$ cat src/rtl/nibble_serial_add_seq_pkg.sv
// Shared constants for the serial-nibble add/subtract sequencer.
// The add4 delay figures describe a typical TTL 4-bit adder for timed drop-in models.
package nibble_serial_add_seq_pkg;

  localparam int NIBW = 4;

  localparam int ADD4_TPD_SUM_NS   = 24;
  localparam int ADD4_TPD_CARRY_NS = 17;

  typedef enum logic [1:0] {
    ST_IDLE = 2'd0,
    ST_RUN  = 2'd1,
    ST_DONE = 2'd2
  } state_t;

endpackage

$ cat src/rtl/nibble_serial_add_seq_add4.sv
// Combinational 4-bit full adder, the single shared slice of the serial ALU.
module nibble_add4 (
  input  logic [3:0] a,
  input  logic [3:0] b,
  input  logic       c0,
  output logic [3:0] sum,
  output logic       c4
);

  logic [4:0] total;

  assign total = {1'b0, a} + {1'b0, b} + {4'b0000, c0};
  assign sum   = total[3:0];
  assign c4    = total[4];

endmodule

$ cat src/rtl/nibble_serial_add_seq.sv
// Add/subtract sequencer: one 4-bit adder reused NIB times, LS nibble first,
// with a registered carry between steps and results published on completion.
module nibble_serial_add_seq
  import nibble_serial_add_seq_pkg::*;
#(
  parameter int WIDTH = 16
) (
  input  logic             clk,
  input  logic             clr_n,
  input  logic             start,
  input  logic             sub,
  input  logic             cin,
  input  logic [WIDTH-1:0] a,
  input  logic [WIDTH-1:0] b,
  output logic             busy,
  output logic             done,
  output logic [WIDTH-1:0] sum,
  output logic             cout,
  output logic             ovf,
  output logic [1:0]       state_dbg
);

  localparam int NIB = WIDTH / NIBW;
  localparam int KW  = $clog2(NIB);

  state_t             state, state_nx;
  logic [KW-1:0]      k;
  logic [KW+1:0]      base;
  logic               carry;
  logic [WIDTH-1:0]   opa, opb, res, res_nx;
  logic [NIBW-1:0]    nib_sum;
  logic               nib_c4;
  logic               last;

  assign base = {k, 2'b00};
  assign last = (k == KW'(NIB - 1));

  nibble_add4 u_add4 (
    .a   (opa[base +: NIBW]),
    .b   (opb[base +: NIBW]),
    .c0  (carry),
    .sum (nib_sum),
    .c4  (nib_c4)
  );

  always_ff @(posedge clk or negedge clr_n) begin
    if (!clr_n) state <= ST_IDLE;
    else        state <= state_nx;
  end

  always_comb begin
    state_nx = state;
    case (state)
      ST_IDLE: if (start) state_nx = ST_RUN;
      ST_RUN:  if (last)  state_nx = ST_DONE;
      ST_DONE: state_nx = ST_IDLE;
      default: state_nx = ST_IDLE;
    endcase
  end

  // Result image including this step's nibble; on the last step it is the final sum.
  always_comb begin
    res_nx = res;
    res_nx[base +: NIBW] = nib_sum;
  end

  always_ff @(posedge clk or negedge clr_n) begin
    if (!clr_n) begin
      k     <= '0;
      carry <= 1'b0;
      opa   <= '0;
      opb   <= '0;
      res   <= '0;
      sum   <= '0;
      cout  <= 1'b0;
      ovf   <= 1'b0;
    end else if (state == ST_IDLE && start) begin
      opa   <= a;
      opb   <= sub ? ~b : b;
      carry <= sub | cin;
      k     <= '0;
    end else if (state == ST_RUN) begin
      res   <= res_nx;
      carry <= nib_c4;
      if (last) begin
        k    <= '0;
        sum  <= res_nx;
        cout <= nib_c4;
        ovf  <= (opa[WIDTH-1] == opb[WIDTH-1]) && (res_nx[WIDTH-1] != opa[WIDTH-1]);
      end else begin
        k <= k + 1'b1;
      end
    end
  end

  assign busy      = (state != ST_IDLE);
  assign done      = (state == ST_DONE);
  assign state_dbg = state;

endmodule

$ cat config.mk
export PLATFORM = sky130hd
export DESIGN_NAME = nibble_serial_add_seq
export DESIGN_NICKNAME = d
export VERILOG_FILES = /design/src/rtl/nibble_serial_add_seq_pkg.sv /design/src/rtl/nibble_serial_add_seq_add4.sv /design/src/rtl/nibble_serial_add_seq.sv
export SDC_FILE = /design/constraint.sdc
export NUM_CORES = 1
export LEC_CHECK = 0
export ABC_AREA = 1
export CORE_MARGIN = 1.5
export CORE_UTILIZATION = 59
export CTS_BUF_LIST = sky130_fd_sc_hd__clkbuf_8
export DETAILED_ROUTE_END_ITERATION = 12
export PLACE_DENSITY = 0.95
export SYNTH_ARGS = -nofsm -noshare
export SYNTH_HDL_FRONTEND = slang
export SYNTH_SLANG_ARGS = --single-unit
$ cat constraint.sdc
create_clock -name clk -period 5.4 [get_ports clk]
set_clock_uncertainty 0.1 [all_clocks]
set_input_delay 1.08 -clock clk [delete_from_list [all_inputs] [get_ports clk]]
set_output_delay 1.08 -clock clk [all_outputs]
set_load 0.01 [all_outputs]
Word level (Yosys, flattened, before mapping)
Cells that the tools add are included.
Word-level totals
  bits in registers: 71
  input bits: 37
Cells by class
  reduce and logical (&&, ||, !) cells: 8
  shifts and indexed selects: 4
  add/subtract/negate cells: 4
  multiplexer cells: 10
  bitwise operators: 3
  equal/unequal tests: 7
Operator list (count)
  16-bit by 5-bit indexed part select with 4-bit output: 2
  16-bit bitwise mux: 1
  16-bit 2-to-1 mux: 1
  16-bit inverter: 1
  4-bit by 6-bit variable shift with 16-bit output (first input constant): 1
  4-bit by 6-bit indexed part select with 16-bit output: 1
  2-bit 2-to-1 mux: 5
  4-bit negation with 6-bit output: 1
  4-bit by 4-bit adder with 5-bit output: 1
  5-bit by 1-bit adder with 5-bit output: 1
  2-bit equality test (second input constant): 2
  2-bit != test (second input constant): 2
  2-bit case mux with 2 select lines: 1
  2-bit AND reduction: 2
  2-bit nonzero test: 2
  3-bit AND reduction: 1
  2-bit by 1-bit adder with 2-bit output (second input constant): 1
  2-bit by 1-bit equality test with 1-bit output (second input constant): 1
  1-bit logical AND: 2
  2-bit zero test: 1
  1-bit 2-to-1 mux: 2
  1-bit equality test: 1
  1-bit != test: 1
  1-bit inverter: 1
  1-bit OR: 1

Longest topological paths before layout
Gate-level depths: netlist of the first run.
  depth in word-level cells: 7
  mapped depth: 16
  depth with buffers taken out: 15

By module
From an unflattened synthesis of the first run, not the netlist that was laid out.
Unflattened totals
  cells, all modules: 429
  area total of the unflattened synthesis: 3534.6 um2
Modules (own cells, without submodules)
  nibble_serial_add_seq: area each 3369.5 um2, cells an instance 404, seq. area each 1776.7 um2, times used 1
  nibble_add4: area each 165.2 um2, cells an instance 25, seq. area each 0.0 um2, times used 1

Worst setup path before layout of the first run
Ideal clock, no wire load.
  path type: reg-to-reg
  from: register k[1]
  to: register res[6]
  required time: 5217 ps
  setup time: 83 ps
  buffers on the path: 1
  path slack: 2887 ps
  arrival time: 2331 ps
  cell stages (with the launch flop): 14
  cells stage by stage: dfrtp_1 > inv_1 > clkbuf_1 > o21ai_0 > o22ai_1 > fa_1 > inv_1 > fa_1 > xor2_1 > nor2_1 > nand2_1 > o22ai_1 > nand2_1 > o21ai_0
Between the ends
  longest elaborated chain between the ends: 5
Ends and longest elaborated chain
  start: declaration: line nibble_serial_add_seq.sv:27  | logic [KW-1:0] k;
  start signal: assignment: line nibble_serial_add_seq.sv:91  | k <= k + 1'b1;
  16-bit by 5-bit indexed part select with 4-bit output, on equally long branches: line nibble_serial_add_seq.sv:39, nibble_serial_add_seq.sv:40
  4-bit by 4-bit adder with 5-bit output: line nibble_serial_add_seq_add4.sv:12  | assign total = {1'b0, a} + {1'b0, b} + {4'b0000, c0};
  5-bit by 1-bit adder with 5-bit output: line nibble_serial_add_seq_add4.sv:12
  4-bit by 6-bit indexed part select with 16-bit output: line nibble_serial_add_seq.sv:64  | res_nx[base +: NIBW] = nib_sum;
  16-bit bitwise mux *: line nibble_serial_add_seq.sv:64
  end signal: assignment: line nibble_serial_add_seq.sv:83  | res <= res_nx;
  end: declaration: line nibble_serial_add_seq.sv:30  | logic [WIDTH-1:0] opa, opb, res, res_nx;
Every way passes the cells marked *; elsewhere a longest branch is shown, timed or not.
A chain may end at the register's enable or synchronous reset.

Worst setup path in the final report of the first run
  from: register k[0]
  to: register res[13]
The elaborated chain is that of the path after synthesis.

==> qor.txt, run 1 <==
HPWL after DPL - 5.308 mm
initial antenna violation count - 0
Hold-fix buffers, CTS - 0
status - finished, final reports clean
final setup violation count - 0
Sw Share - 43.94%
number of vias in the routed layout - 2990
Final Hold Vio Count - 0
Hold Slack - 0.3787 ns
Layout area overhead - 21.35%
WL per Instance - 13.51 um
crit end category - register
die width - 80 um
post-synth top area cell - dfrtp_1
Reg area - 1777 um2
Final Power - 2.543 mW
via/cell ratio - 5.407
mapped cell area - 3498 um2
FFs w/ async S/R, synth - 100.0%
synthesized area per cell - 8.251 um2
Cells after Synth - 424
# nets final - 524
multi-input logic area - 1470 um2
setup TNS - 0 ns
Combinational Power Share - 49.5%
Max IR drop VDD - 0.3141 mV
critical path launch point type - register
row cnt - 27
Rel. slew slack - 37.74%
fin cells - 553
yosys warns - 0
Worst-Skew Late Latency - 0.35 ns
H-Tree Depth - 3
Boundary Pins - 59
P_leak - 2.042 nW
Net Switching - 1.117 mW
post-synthesis adder-cell area fraction - 4.363%
Power Internal - 1.425 mW
DIE HEIGHT - 80 um
proportion of synthesized area in mux cells - 0%
share of the synthesized area in the top cell type - 50.79%
Clk pwr share - 14.8%
synth cell count leaders - nand2_1 (160), dfrtp_1 (71), o21ai_0 (44)
maximum buffer depth of the clock tree - 2
Worst EP required - 5.55 ns
DP Cell Count - 537
RSZ-0062 raised after global routing - no
FMAX - 297.7 MHz
Synth cell types - 29
Root Driver - clkbuf_8
Slowest cell on crit path - dfrtp_1
fillcell total - 416
Buf/Inv on CP - 2
Die ar. - 6400 um2
post-layout instance area - 4245 um2
compound-cell area share of the yosys netlist - 11.59%
Tcrit/Tclk final - 62.21%
input/output buffers - 58
drc violations - 0
Detail Route Antenna Nets - 0
xor-xnor portion of the synthesized cell area - 4.256%
drt total wl - 7.471 mm
Max Slew Vio Count - 0
Num CTS Buffers - 9
DP Area - 4070 um2
CTS clk-pin slew, worst paths - 0.07 ns
CORE AREA - 5608 um2
Worst EP arrival - 3.51 ns
largest net degree at the start of global routing - 72
total congestion overflow - 0
CP top delay family - flip-flops
CP Max Fanout - 28
Power per Cell Area - 598.9 nW/um2
Initial Util - 62.38%
CTS tree - done
Tmin final - 3.359 ns
register area share after synthesis - 50.79%
Max-Cap Viols - 0
Pre-antenna DRT Iters - 5
initial drt markers - 209
first-pass GRT wire length - 12.70 mm
Main synth FF type - dfrtp_1
GRT Total Usage - 26.08%
Post-synth EDFFs - 0
Hold Crit Class - register to register
vias in the first global route - 2880
cell with the most instances after synthesis - nand2_1
Post-Syn Nets - 472
crit-path max cell delay - 0.88 ns
Setup Fix Bufs, Post-CTS - 0
Sinks on Clock Net - 71
gp weighted congestion - 0.8957
Seq pwr share - 35.7%
post-synthesis register bit count - 71
crit-path cells - inv_2, o21ai_0, o22ai_1, fa_1, inv_1, fa_1, nor2_1, nand2_1, o22ai_1, nand2_1, o21ai_0
layout cell share with drive strength beyond 1 - 5.821%
largest cells by area after synthesis - dfrtp_1 (51%), nand2_1 (17%), o21ai_0 (6.3%)
main combinational cell family by area after synthesis - simple AND/OR/NAND/NOR gates
simple-gate share of the synthesized area - 21.82%
post-cts resize count - 0
ANT cells - 0
Worst Tran Pin Value - 0.9310 ns
WS Path Type - register to register
-- flip-flops by register name, summed over array words and instances (netlist names) --
signal	cells
carry	1
k	2
ovf	1
cout	1
opa	16
res	16
state_dbg	2
sum	16
opb	16
-- cell usage in the layout (no fill, tap or decap) --
cell type,count
inv_2,4
nand3_1,6
clkbuf_8,11
buf_2,1
clkdlybuf4s50_1,57
nand4_1,3
o21ai_2,1
clkinv_2,4
ha_1,9
a32oi_1,2
nor2_2,3
dfrtp_1,71
nand3b_1,1
nand2_1,160
xor2_1,1
a21oi_1,3
a31oi_1,1
o21ai_0,44
or2_2,1
o21ai_1,3
nand2_2,1
o31ai_1,1
inv_1,35
o32ai_1,1
nor2_1,20
o22ai_1,17
xnor2_1,16
buf_4,2
fa_1,2
-- power groups by stage --
stage | Sequential (mW) | Combinational, mW | Clock (mW)
finish | 0.907 | 1.26 | 0.377
global route | 0.929 | 1.42 | 0.410
CTS | 0.904 | 1.25 | 0.383
detailed placement | 0.912 | 1.24 | 0
global placement | 0.901 | 1.17 | 0
floorplan | 0.873 | 0.897 | 0
-- per-stage QoR --
stage / setup slack [ns] / util, %
floorplan: 2.887 / -
global placement: 2.298 / 72.58
detailed placement: 2.092 / 72.58
CTS: 2.071 / 75.70
global route: 1.756 / 75.70
finish: 2.041 / 75.70
-- final timing paths --
path                       slack, ns  cells after the start  endpoint   start
setup / recovery                2.04                     11   res[13]    k[0]
hold / removal                  0.38                      2    sum[8]  sum[8]
setup reg to reg                2.04                     11   res[13]    k[0]
hold reg to reg                 0.38                      2    sum[8]  sum[8]
max in group asynchronous       3.83                      2   opb[15]   clr_n
min in group asynchronous       0.83                      2   sum[10]   clr_n
-- area by class of cell --
cell class                      instances  share of cell area, %
Timing Repair Buffer                   60                  13.91
Sequential cell                        71                  41.85
Clock inverter                          5                 0.5600
Clock buffer                           11                  3.566
Inverter                               38                  3.360
Tap cell                               72                  2.122
Multi-Input combinational cell        296                  34.63
-- logic make-up (layout without fill, tap and decap cells) --
family	count (synthesis)	in the layout
and+or+nand+nor	195	195
buffers and inverters	57	114
xor gates and xnor gates	17	17
DFF	71	71
AOI/OAI and AO/OA	73	73
adders and majority gates	11	11
-- worst min-delay path, stage by stage, from the launching register on --
cell	delay, ns
dfrtp_1	0.34
nand2_1	0.05
nand2_1	0.05
-- per-layer routing --
metal  vias to the layer above  global-route usage [%]  share of wire, %
met5                         -                       0                 0
met1                      1406                   31.70                41
li1                       1448                       -                 -
met4                         0                   13.97               2.8
met3                        23                   4.571               4.4
met2                       113                   43.95                52
Note: power is estimated with default switching activity, not from simulation.
==> run 2, diff against run 1 <==
Settings changed: CORE_UTILIZATION 59 to 50, PLACE_DENSITY 0.95 to 0.88.
Clock period 5.4 ns to 2.8 ns, I/O delays scaled along.
==> qor.txt, run 2 (synthesized netlist as in run 1, its figures left out) <==
status - finished, final reports clean
most common cell after layout, fill and taps aside - nand2_1
drt total wl - 7.765 mm (+3.9%)
P_leak - 2.101 nW (+2.9%)
Final Hold Vio Count - 0 (unchanged)
DP Cell Count - 569 (+6.0%)
Worst Tran Pin Value - 0.4234 ns (-0.5076 ns)
DIE HEIGHT - 86.65 um (+8.3%)
Die ar. - 7507 um2 (+17%)
fillcell total - 569 (+37%)
GRT Total Usage - 22.38% (-3.7 points)
setup TNS - 0 ns (unchanged)
Layout area overhead - 25.50%
Setup Fix Bufs, Post-CTS - 0 (unchanged)
row cnt - 30 (+11%)
Worst EP required - 2.96 ns (-2.59 ns)
multi-input logic area - 1484 um2 (+0.94%)
drc violations - 0 (unchanged)
Root Driver - clkbuf_8
Worst-Skew Late Latency - 0.35 ns (about the same)
Power per Cell Area - 1151 nW/um2 (+92%)
CTS clk-pin slew, worst paths - 0.07 ns (about the same)
ANT cells - 0 (unchanged)
Reg area - 1777 um2 (unchanged)
largest net degree at the start of global routing - 41 (-43%)
initial antenna violation count - 0 (unchanged)
vias in the first global route - 2817 (-2.2%)
final setup violation count - 0 (unchanged)
Rel. slew slack - 71.70% (+34 points)
Max-Cap Viols - 0 (unchanged)
most frequent cells in the layout - nand2_1 (160), dfrtp_1 (71), clkdlybuf4s50_1 (57)
initial drt markers - 170 (-19%)
Sinks on Clock Net - 71 (unchanged)
HPWL after DPL - 5.513 mm (+3.9%)
CORE AREA - 6794 um2 (+21%)
dpl ws - 0.1894 ns (-1.903 ns)
Pre-antenna DRT Iters - 5 (unchanged)
fin cells - 586 (+6.0%)
Tmin final - 2.636 ns (-0.7234 ns)
WL per Instance - 13.25 um (-1.9%)
layout cell share with drive strength beyond 1 - 7.551% (+1.7 points)
CTS tree - done
H-Tree Depth - 3 (unchanged)
worst setup margin - 0.1642 ns (-1.877 ns)
total congestion overflow - 0 (unchanged)
RSZ-0062 raised after global routing - no
via/cell ratio - 5.135 (-5.0%)
Detail Route Antenna Nets - 0 (unchanged)
first-pass GRT wire length - 12.86 mm (+1.3%)
# nets final - 533 (+1.7%)
gp weighted congestion - 0.8982 (+0.28%)
Num CTS Buffers - 9 (unchanged)
die width - 86.65 um (+8.3%)
Worst EP arrival - 2.80 ns (-0.71 ns)
Max Slew Vio Count - 0 (unchanged)
Max IR drop VDD - 0.6476 mV (+110%)
Hold Crit Class - register to register
FMAX - 379.4 MHz (+27%)
Tcrit/Tclk final - 94.13% (+32 points)
CP Max Fanout - 25 (-11%)
critical path launch point type - register
Util after Layout - 64.62% (-11 points)
maximum buffer depth of the clock tree - 2 (unchanged)
Boundary Pins - 59 (unchanged)
Initial Util - 51.49% (-11 points)
input/output buffers - 58 (unchanged)
crit end category - register
number of vias in the routed layout - 3009 (+0.64%)
WS Path Type - register to register
run 2: cell count changes in the layout (fill, tap and decap cells not counted):
cell,previous run,this run
a32oi_1,2,1
a32oi_2,0,1
buf_12,0,1
buf_4,2,8
buf_6,0,1
bufinv_16,0,1
clkbuf_8,11,10
clkinv_2,4,3
dlygate4sd3_1,0,1
inv_1,35,36
o22ai_1,17,16
o22ai_2,0,1
run 2: final timing paths:
path / startpoint / endpoint / slack (ns) / cells after the start
setup / recovery: k[0] / res[14] / 0.16 / 12
hold / removal: sum[14] / sum[14] / 0.38 / 2
setup reg to reg: k[0] / res[14] / 0.16 / 12
hold reg to reg: sum[14] / sum[14] / 0.38 / 2
max in group asynchronous: clr_n / opa[11] / 1.53 / 3
min in group asynchronous: clr_n / res[14] / 0.49 / 2
run 2: cell type report:
cell class	instances	share of cell area [%]
Clock buffer	10	3.135
Clock inverter	6	1.197
Inverter	38	3.249
Multi-Input combinational cell	296	33.80
Sequential cell	71	40.47
Tap cell	96	2.736
Timing Repair Buffer	69	15.42
run 2: power breakdown:
part	switching, mW	leakage, nW	internal [mW]
clock	0.374	0.108	0.424
sequential	0.252	0.921	1.44
combinational	1.55	1.07	1.01
total	2.17	2.10	2.88
run 2: critical path, cell delays in order, from the launching register on:
cell,delay (ns)
dfrtp_1,0.41
buf_6,0.23
o21ai_0,0.12
o22ai_1,0.20
fa_1,0.23
inv_1,0.07
fa_1,0.40
xor2_1,0.18
nor2_1,0.14
nand2_1,0.12
o22ai_2,0.16
nand2_1,0.08
o21ai_0,0.10
run 2: timing repair:
action	4_1_cts	5_1_grt
endpoints found under the hold margin	7	0
hold buffers	1	0
gates resized for setup	0	3
endpoints found under the setup margin	0	3
run 2: metrics by stage:
step	cell area [um2]	power, mW	hold slack, ns
after floorplan	3498	3.414	0.1644
after global placement	4173	4.079	0.3227
after detailed placement	4173	4.200	0.3289
after CTS	4373	5.018	0.3839
after global routing	4390	5.465	0.4044
final	4390	5.053	0.3780
run 2: routing by layer:
metal,share of wire [%],global-route usage (%)
met1,42,27.30
met2,51,36.58
met3,5.1,7.143
met4,2.4,9.677
met5,0,0
==> run 3, diff against run 2 <==
Settings changed: ABC_AREA 1 to 0.
==> qor.txt, run 3 <==
status - finished, final reports clean
# nets final - 411 (-23%)
Power Internal - 3.502 mW (+22%)
worst setup margin - 0.1725 ns (+0.008228 ns)
Final Power - 5.758 mW (+14%)
post-synthesis register bit count - 71 (unchanged)
largest net degree at the start of global routing - 34 (-17%)
Metal-1 WL - 3.179 mm (-2.3%)
most common cell after layout, fill and taps aside - dfrtp_1
drc violations - 0 (unchanged)
Worst-Skew Late Latency - 0.35 ns (about the same)
RR Endpoint - sum[7]
critical path launch point type - register
Initial Util - 51.56% (+0.064 points)
Sw Share - 39.18% (-3.8 points)
initial antenna violation count - 0 (unchanged)
Net Switching - 2.256 mW (+3.9%)
Tcrit/Tclk final - 93.84% (-0.29 points)
Cells after Synth - 298 (-30%)
crit end category - register
die width - 86.47 um (-0.21%)
via/cell ratio - 5.654 (+10%)
final setup violation count - 0 (unchanged)
Layout area overhead - 27.37%
routed wl met3 - 314 um (-21%)
number of vias in the routed layout - 2533 (-16%)
initial drt markers - 151 (-11%)
register area share after synthesis - 51.01% (+0.22 points)
largest cells by area after synthesis - dfrtp_1 (51%), mux2_2 (6.5%), mux4_2 (5.2%)
WS Path Type - register to register
row cnt - 30 (unchanged)
layout cell share with drive strength beyond 1 - 19.57% (+12 points)
Root Driver - clkbuf_8
input/output buffers - 58 (unchanged)
crit-path max cell delay - 0.51 ns (+0.10 ns)
worst r2r src - k[0]
CORE AREA - 6756 um2 (-0.55%)
cells on worst reg2reg path - 8 (-4)
Post-Syn Nets - 346 (-27%)
GRT Total Usage - 22.65% (+0.27 points)
FFs w/ async S/R, synth - 100.0% (unchanged)
Rel. slew slack - 61.92% (-9.8 points)
Tmin final - 2.628 ns (-0.008228 ns)
Pre-antenna DRT Iters - 4 (-1)
Num CTS Buffers - 9 (unchanged)
P_leak - 1.857 nW (-12%)
Worst EP required - 2.93 ns (-0.03 ns)
H-Tree Depth - 3 (unchanged)
FMAX - 380.6 MHz (+0.31%)
dpl ws - 0.003885 ns (-0.1855 ns)
Worst EP arrival - 2.75 ns (-0.05 ns)
cell with the most instances after synthesis - dfrtp_1
Max IR drop VDD - 0.6062 mV (-6.4%)
HPWL after DPL - 5.489 mm (-0.43%)
crit-path cells - buf_4, mux4_2, ha_1, nand3_1, a21boi_0, buf_4, o32ai_1, mux2_2
Slowest cell on crit path - dfrtp_2
ANT cells - 0 (unchanged)
post-synth top area cell - dfrtp_1
vias in the first global route - 2632 (-6.6%)
DIE HEIGHT - 86.47 um (-0.21%)
CP Max Fanout - 8 (-68%)
gp weighted congestion - 0.9182 (+2.2%)
drt total wl - 7.349 mm (-5.4%)
Sinks on Clock Net - 71 (unchanged)
share of the synthesized area in the top cell type - 51.01% (+0.22 points)
R2R setup slack - 0.17 ns (about the same)
setup TNS - 0 ns (unchanged)
first-pass GRT wire length - 12.93 mm (+0.54%)
DP Area - 4198 um2 (+0.60%)
most frequent CP cell - buf_4
Die ar. - 7476 um2 (-0.42%)
Power per Cell Area - 1298 nW/um2 (+13%)
mapped cell area - 3483 um2 (-0.43%)
most frequent cells in the layout - dfrtp_1 (70), clkdlybuf4s50_1 (57)
Seq pwr share - 31.3% (-2.2 points)
Max-Cap Viols - 0 (unchanged)
Boundary Pins - 59 (unchanged)
Max Slew Vio Count - 0 (unchanged)
Worst Tran Pin Value - 0.5698 ns (+0.1464 ns)
DR top layer - met4
RSZ-0062 raised after global routing - no
Final Hold Vio Count - 0 (unchanged)
synth cell count leaders - dfrtp_1 (71), a21oi_1 (21), nor2_1 (21)
yosys warns - 0 (unchanged)
maximum buffer depth of the clock tree - 2 (unchanged)
post-layout instance area - 4437 um2 (+1.1%)
Hold-fix buffers, CTS - 0 (-1)
Clk pwr share - 16.1% (+0.3 points)
Combinational Power Share - 52.6% (+1.9 points)
Detail Route Antenna Nets - 0 (unchanged)
WL per Instance - 16.40 um (+24%)
Hold Crit Class - input pin to asynchronous set/reset pin
CTS clk-pin slew, worst paths - 0.08 ns (about the same)
Synth cell types - 48 (+66%)
Main synth FF type - dfrtp_1
Crit. Startpoint - k[0]
Met2 Wirelength - 3.711 mm (-5.4%)
synthesized area per cell - 11.69 um2 (+42%)
CTS tree - done
total congestion overflow - 0 (unchanged)
Post-synth EDFFs - 0 (unchanged)
[run 3: layout make-up]
class                   count  area [um2]
well taps                  80       100.1
fillers                   513        2320
clock inverters             5       80.08
clock buffers              11       151.4
multi-input cells         194        1569
flip-flops and latches     71        1778
repair buffers             71       698.2
inverters                  16       60.06
[run 3: power by group through the flow]
stage,combinational [mW],sequential (mW),clock [mW]
6_report,3.03,1.80,0.927
5_1_grt,3.34,1.85,0.990
4_1_cts,2.99,1.80,0.941
3_5_place_dp,2.96,1.81,0
3_3_place_gp,2.82,1.78,0
2_1_floorplan,1.99,1.73,0
[run 3: worst max path at each step]
stage | end | slack [ns] | cells after the start
floorplan | res[13] | 0.09 | 7
global placement | res[13] | 0.08 | 6
detailed placement | sum[11] | 0.004 | 7
CTS | sum[11] | 0.07 | 7
global route | sum[7] | 0.009 | 8
finish | sum[7] | 0.17 | 8
[run 3: routing by layer]
metal  GRT usage [%]  vias up
li1                -     1201
met5               0        -
met3           3.810       14
met4           9.971        0
met1           29.01     1238
met2           38.07       80
[run 3: logic make-up (layout without fill, tap and decap cells)]
kind of cell	Yosys count	in the layout	share of synthesized area (%)
and+or+nand+nor	67	67	10.67
buffers and inverters	33	103	4.130
DFF	71	71	51.01
muxes	28	28	11.64
xor gates and xnor gates	17	17	4.274
AOI/OAI and AO/OA	71	71	13.90
adders and majority gates	11	11	4.382
[run 3: critical path, delay by kind of cell (launching register included)]
kind,cells,cell delay [ns]
buffers and inverters,2,0.36
flip-flops,1,0.51
AO/OA/AOI/OAI,2,0.31
multiplexers,2,0.79
adder cells (fa/ha/maj),1,0.30
AND/OR/NAND/NOR,1,0.15
[run 3: metrics by stage]
stage                     utilization, %  hold WS [ns]  instances
after global placement             62.13        0.3603        432
after floorplan                        -        0.1644        298
after detailed placement           62.13        0.3702        432
after CTS                          65.57       0.08901        448
final                              65.67       0.07910        448
after global routing               65.67        0.1231        448
[run 3: repair_timing]
item / CTS / global route
setup buffers: 0 / 0
resized for setup: 1 / 2
setup endpoints to repair: 6 / 8
